===== src/rtl/rom_sel_ctrl.sv =====
// rom_sel_ctrl: steers the shared serial IS line between up to NROM ROM chips.
// Recovers the 56-bit word timing from the CTC sync strobe, captures each
// broadcast instruction, and changes the active ROM only at the word boundary
// (cnt 55 -> 0), so every 10-bit instruction comes entirely from one chip.
module rom_sel_ctrl #(
  parameter int NROM = 8,
  parameter int RW   = 3
) (
  input  logic            cph2,
  input  logic            nrst,
  input  logic            sync,
  input  logic [NROM-1:0] is_rom,
  output logic            is_o,
  output logic [NROM-1:0] rom_en,
  output logic [RW-1:0]   cur_rom,
  output logic            locked,
  output logic            sel_err
);

  // Word timing landmarks (bit times within the 56-bit word)
  localparam logic [5:0] CNT_SLOT = 6'd45;  // bit time where an aligned sync rises
  localparam logic [5:0] CNT_SYNC = 6'd46;  // counter value loaded on a sync rise
  localparam logic [5:0] CNT_LAST = 6'd55;  // last bit time; ROM switch happens here

  // Opcode patterns, instruction bits [9:0], LSB first on the wire
  localparam logic [6:0] OP_SEL  = 7'b0010000;    // select ROM ir[9:7]
  localparam logic [6:0] OP_DSEL = 7'b0110100;    // delayed select ROM ir[9:7]
  localparam logic [9:0] OP_RTN  = 10'b0000110000;
  localparam logic [1:0] OP_JSB  = 2'b01;
  localparam logic [1:0] OP_BR   = 2'b11;

  // Number of ROM slots addressable by a RW-bit ROM number
  localparam int NSLOT = 1 << RW;
  localparam logic [RW:0] NROM_W = NROM[RW:0];

  // Word-lock tracker states
  typedef enum logic {
    LK_HUNT   = 1'b0,
    LK_LOCKED = 1'b1
  } lock_e;

  lock_e           lock_q, lock_d;
  logic [5:0]      cnt_q, cnt_d;
  logic            sync_dly_q, sync_dly_d;
  logic [9:0]      ir_q, ir_d;
  logic [RW-1:0]   cur_q, cur_d;
  logic [RW-1:0]   saved_q, saved_d;
  logic [RW-1:0]   pend_q, pend_d;
  logic            pend_v_q, pend_v_d;
  logic            sel_err_q, sel_err_d;
  logic [NROM-1:0] rom_en_q, rom_en_d;

  logic            sync_rise;
  logic            at_slot;
  logic            word_end;
  logic [RW-1:0]   sel_num;
  logic            sel_bad;
  logic            op_sel, op_dsel, op_rtn, op_jsb, op_br;
  logic [NSLOT-1:0] is_pad;

  // ROM inputs widened to a full RW-bit address space; unpopulated slots read 0
  for (genvar gi = 0; gi < NSLOT; gi++) begin : g_pad
    if (gi < NROM) begin : g_rom
      assign is_pad[gi] = is_rom[gi];
    end else begin : g_none
      assign is_pad[gi] = 1'b0;
    end
  end

  // One-hot enable follows the next ROM number so the driver flop switches
  // on the same edge as cur_rom
  for (genvar gi = 0; gi < NROM; gi++) begin : g_onehot
    assign rom_en_d[gi] = (cur_d == RW'(gi));
  end

  assign sync_rise = sync & ~sync_dly_q;
  assign at_slot   = (cnt_q == CNT_SLOT);
  assign word_end  = (cnt_q == CNT_LAST) && (lock_q == LK_LOCKED);

  // Opcode classes are disjoint; RTN shares ir[1:0]==00 with the selects but
  // differs in ir[6:0], so at most one of these is true per word
  assign sel_num = ir_q[9:7];
  assign sel_bad = ({1'b0, sel_num} >= NROM_W);
  assign op_sel  = (ir_q[6:0] == OP_SEL);
  assign op_dsel = (ir_q[6:0] == OP_DSEL);
  assign op_rtn  = (ir_q == OP_RTN);
  assign op_jsb  = (ir_q[1:0] == OP_JSB);
  assign op_br   = (ir_q[1:0] == OP_BR);

  // State register: every flop, asynchronously cleared by nrst
  always_ff @(posedge cph2 or negedge nrst) begin
    if (!nrst) begin
      lock_q     <= LK_HUNT;
      cnt_q      <= '0;
      sync_dly_q <= 1'b0;
      ir_q       <= '0;
      cur_q      <= '0;
      saved_q    <= '0;
      pend_q     <= '0;
      pend_v_q   <= 1'b0;
      sel_err_q  <= 1'b0;
      rom_en_q   <= NROM'(1);
    end else begin
      lock_q     <= lock_d;
      cnt_q      <= cnt_d;
      sync_dly_q <= sync_dly_d;
      ir_q       <= ir_d;
      cur_q      <= cur_d;
      saved_q    <= saved_d;
      pend_q     <= pend_d;
      pend_v_q   <= pend_v_d;
      sel_err_q  <= sel_err_d;
      rom_en_q   <= rom_en_d;
    end
  end

  // Next state: bit counter, serial capture, word-boundary decode, lock tracking
  always_comb begin
    lock_d     = lock_q;
    cnt_d      = cnt_q;
    sync_dly_d = sync;
    ir_d       = ir_q;
    cur_d      = cur_q;
    saved_d    = saved_q;
    pend_d     = pend_q;
    pend_v_d   = pend_v_q;
    sel_err_d  = 1'b0;

    // Bit counter: a sync rise re-anchors it, otherwise it wraps 55 -> 0
    if (sync_rise) begin
      cnt_d = CNT_SYNC;
    end else if (cnt_q == CNT_LAST) begin
      cnt_d = '0;
    end else begin
      cnt_d = cnt_q + 6'd1;
    end

    // Instruction window: shift in the muxed IS bit, LSB first
    if (sync) begin
      ir_d = {is_o, ir_q[9:1]};
    end

    // Word boundary: act on the instruction just captured
    if (word_end) begin
      if (op_sel || op_dsel) begin
        if (sel_bad) begin
          // Nonexistent ROM: flag it and leave all selection state alone
          sel_err_d = 1'b1;
        end else if (op_sel) begin
          // Immediate select also cancels any armed delayed select
          cur_d    = sel_num;
          pend_v_d = 1'b0;
        end else begin
          pend_d   = sel_num;
          pend_v_d = 1'b1;
        end
      end else if (op_rtn) begin
        cur_d = saved_q;
      end else if (op_jsb) begin
        // One-deep return stack: a nested JSB overwrites the saved ROM
        saved_d = cur_q;
        if (pend_v_q) begin
          cur_d    = pend_q;
          pend_v_d = 1'b0;
        end
      end else if (op_br) begin
        if (pend_v_q) begin
          cur_d    = pend_q;
          pend_v_d = 1'b0;
        end
      end
    end

    // Lock tracking. Losing lock drops any armed delayed select but keeps
    // the current ROM; this overrides a decode on the same edge.
    if (sync_rise) begin
      if (at_slot || (lock_q == LK_HUNT)) begin
        lock_d = LK_LOCKED;
      end else begin
        lock_d   = LK_HUNT;
        pend_v_d = 1'b0;
      end
    end else if ((lock_q == LK_LOCKED) && at_slot && !sync) begin
      // Expected sync did not arrive
      lock_d   = LK_HUNT;
      pend_v_d = 1'b0;
    end
  end

  // Outputs: IS mux is combinational and silenced until word timing is known
  always_comb begin
    locked = (lock_q == LK_LOCKED);
    is_o   = locked & is_pad[cur_q];
  end

  assign rom_en  = rom_en_q;
  assign cur_rom = cur_q;
  assign sel_err = sel_err_q;

endmodule


===== config.mk =====
export PLATFORM = sky130hd
export DESIGN_NAME = rom_sel_ctrl
export DESIGN_NICKNAME = d
export VERILOG_FILES = /design/src/rtl/rom_sel_ctrl.sv
export SDC_FILE = /design/constraint.sdc
export NUM_CORES = 1
export LEC_CHECK = 0
export BUFFER_PORTS_ARGS = -buffer_cell sky130_fd_sc_hd__buf_2
export CAP_MARGIN = 10
export CORE_AREA = 5 5 86 88
export CTS_CLUSTER_SIZE = 28
export DETAILED_ROUTE_END_ITERATION = 8
export DIE_AREA = 0 0 91 93
export GPL_TIMING_DRIVEN = 0
export PLACE_DENSITY = 0.5
export SYNTH_ARGS = -nofsm -noshare
export SYNTH_HDL_FRONTEND = slang
export SYNTH_SLANG_ARGS = --single-unit

===== constraint.sdc =====
create_clock -name cph2 -period 6.75 [get_ports cph2]
set_input_delay 1.35 -clock cph2 [delete_from_list [all_inputs] [get_ports cph2]]
set_output_delay 1.35 -clock cph2 [all_outputs]
set_load 0.05 [all_outputs]

==> results.md <==
- Status: finished clean
- Slowest CP cell: mux4_2
- Final Hold Viols: 0
- Worst EP arrival: 2.40 ns
- Mapped Avg Cell Area: 11.8 um^2
- Clk slew on worst S/H paths: 0.08 ns
- Syn Nets: 158
- Clk_lat worst skew: 0.28 ns
- Residual DRC count: 0
- Sw Share: 0.363
- Synth unique cells: 41
- Share of the synthesized area in the top cell type: 0.512
- Num CTS Buffers: 5
- CP endpoint kind: output port
- Ranking of synthesized cells by area: dfrtp_1, mux2_2, o21ai_0
- Initial drt markers: 39
- Effective utilization at floorplan: 0.260
- Initial DRT Pass Iterations: 4
- Met1 WL: 1500 um
- Layout Skew: 0.00777 ns
- Top routing layer used: met4
- Dpl cells: 248
- Clock Sink Count: 36
- Setup Fix Bufs, Post-CTS: 0
- Largest net degree at the start of global routing: 37
- CTS tree: built
- Die X: 91 um
- Synth Flop Type: dfrtp_1
- GRT Total Usage: 0.0829
- Total wire length: 3380 um
- Final instance area: 2080 um^2
- Worst slew pin tran: 0.790 ns
- Vias in the first global route: 1189
- Fin crit share: 0.555
- Leak pwr: 0.984 nW
- Critical Path RT: 5.40 ns
- Number of synthesized flops with an enable pin: 0
- Layout Nets: 188
- CP cell instances: buf_2, mux4_2, mux2i_1, nor2b_1, buf_2
- Total congestion overflow: 0
- Total Neg Setup Slack: 0 ns
- Startpoint Class: input port
- Die Area: 8460 um^2
- Cell repeated most along the worst path: buf_2
- Met3 WL: 82 um
- Synth Register Bits: 36
- Synthesis-to-layout area growth: 21.9%
- DP Area: 1920 um^2
- Global-route wire length before repair: 5620 um
- Part of the Yosys area used for sequential elements: 0.528
- Drt wl/cell: 13.2 um
- Syn Std Cell Area: 1710 um^2
- Final setup viols: 0
- Max-Slew Margin vs Limit: 0.473
- Hold_buf cts: 0
- Combinational share of power: 0.317
- RSZ-0062 raised after global routing: no
- DP HPWL: 2550 um
- Critical path type: input port to output port
- Min cycle time layout: 3.75 ns
- Ys Warns: 0
- Critical path buffers and inverters: 2
- Clock power frac: 0.292
- Die H: 93 um
- IO buf count: 23
- Synth top cells by count: dfrtp_1, mux2_2, o21ai_0, nand2_1, nor3_1
- Vias post-DR: 1170
- Share of cells above drive strength 1: 0.341
- Post-synth top area cell: dfrtp_1
- Antenna-violating nets left: 0
- Peak supply drop: 0.189 mV
- Non-filler cells in the finished layout: 256
- Net Sw Power: 0.000326 W
- Post-CTS Resized: 0
- Slowest cell delay on critical path: 0.46 ns
- Clock Tree Buf Depth: 2
- RD Place Congestion: 0.799
- Seq pwr share: 0.391
- FP Rows: 30
- I/O pin count: 25
- CP Max Fanout: 2
- Vias per std cell: 4.57
- Int Pwr: 0.000571 W
- Met2 wire length: 1750 um
- Max-slew violation count: 0
- Peak Freq: 267 MHz
- Number of diodes: 0
- R2r setup slk: 4.19 ns
- Pwr Density: 430 nW/um^2
- Mapped Cells: 145
- Initial antenna violation count: 0
- Core Footprint: 6570 um^2
- Most instantiated library cell after synthesis: dfrtp_1
- FFs w/ async S/R, synth: 1.00
- Cell family with most CP delay: multiplexers
- H-tree depth: 2
- Max-Cap Viols: 0
- Root Buffer: clkbuf_8
- Hold Crit Class: flip-flop to flip-flop
## cells in the final DEF (no fill, tap or decap), types with 2 or more instances in the layout
cell type  instances
nor2_1             6
clkbuf_1           3
and2_1             2
mux2i_1            2
mux2_2            15
xor2_1             2
mux4_2             2
nor2b_1            3
inv_1              6
bufinv_16          3
o21ai_0           14
o21a_1             2
nand4_1            2
dfrtp_1           35
and3_2             2
nand3_1            3
buf_2             23
nor3_1             7
clkbuf_8           5
and3_1             4
nand2_1           10
ha_1               2
a22oi_1            2
## through the flow
step | worst slack [ns] | utilization | power (W) | hold WS (ns)
final | 3.00 | 0.317 | 0.000897 | 0.490
after global placement | 2.97 | 0.293 | 0.000640 | 0.467
after global routing | 2.94 | 0.317 | 0.000947 | 0.540
after detailed placement | 2.95 | 0.293 | 0.000642 | 0.479
after floorplan | 3.04 | - | 0.000564 | 0.446
after CTS | 2.95 | 0.317 | 0.000907 | 0.496
## sequential cells by signal (all words and copies together) (netlist names)
| signal | count |
|---|---|
| cnt_q | 6 |
| cur_rom | 3 |
| ir_q | 10 |
| locked | 1 |
| pend_q | 3 |
| pend_v_q | 1 |
| rom_en | 8 |
| saved_q | 3 |
| sync_dly_q | 1 |
## power by group through the flow
stage / logic (W) / registers [W] / clock network (W)
floorplan: 0.000163 / 0.000401 / 0
detailed placement: 0.000287 / 0.000355 / 0
finish: 0.000284 / 0.000351 / 0.000261
CTS: 0.000289 / 0.000351 / 0.000267
global placement: 0.000286 / 0.000355 / 0
global route: 0.000308 / 0.000363 / 0.000276
## worst paths after layout
check                       endpoint  depth (start not counted)      start
min in group asynchronous   cnt_q[3]                          1       nrst
hold reg to reg            pend_q[1]                          2  pend_q[1]
max in group asynchronous    ir_q[4]                          1       nrst
setup / recovery                is_o                          5  is_rom[7]
hold / removal             pend_q[1]                          2  pend_q[1]
setup reg to reg           rom_en[7]                          6    ir_q[1]
## worst register-to-register path: stages (launching register included)
cell,delay [ns]
dfrtp_1,0.41
or4b_4,0.57
or4_4,0.54
mux2_4,0.33
a221oi_4,0.33
inv_2,0.10
and3_1,0.19
## kinds of logic after synthesis
family	share of synthesized area
AND/OR/NAND/NOR	0.155
flip-flops	0.528
AO/OA/AOI/OAI	0.118
multiplexers	0.146
buffers and inverters	0.0264
adder cells (fa/ha/maj)	0.0146
XOR/XNOR	0.0103
other	0.00219
## layer usage
metal | GRT usage | vias to the layer above
li1 | - | 580
met1 | 0.0934 | 574
met2 | 0.144 | 12
met3 | 0.0201 | 4
met4 | 0.0440 | 0
met5 | 0 | -
## cell type report
cell class,count,area [um^2]
clock inverters,3,90.1
well taps,80,100
repair buffers,23,115
inverters,7,26.3
multi-input cells,98,762
fillers,674,4490
clock buffers,5,68.8
plain buffers,4,18.8
flip-flops and latches,36,902
Power figures use the tool's default switching activity.
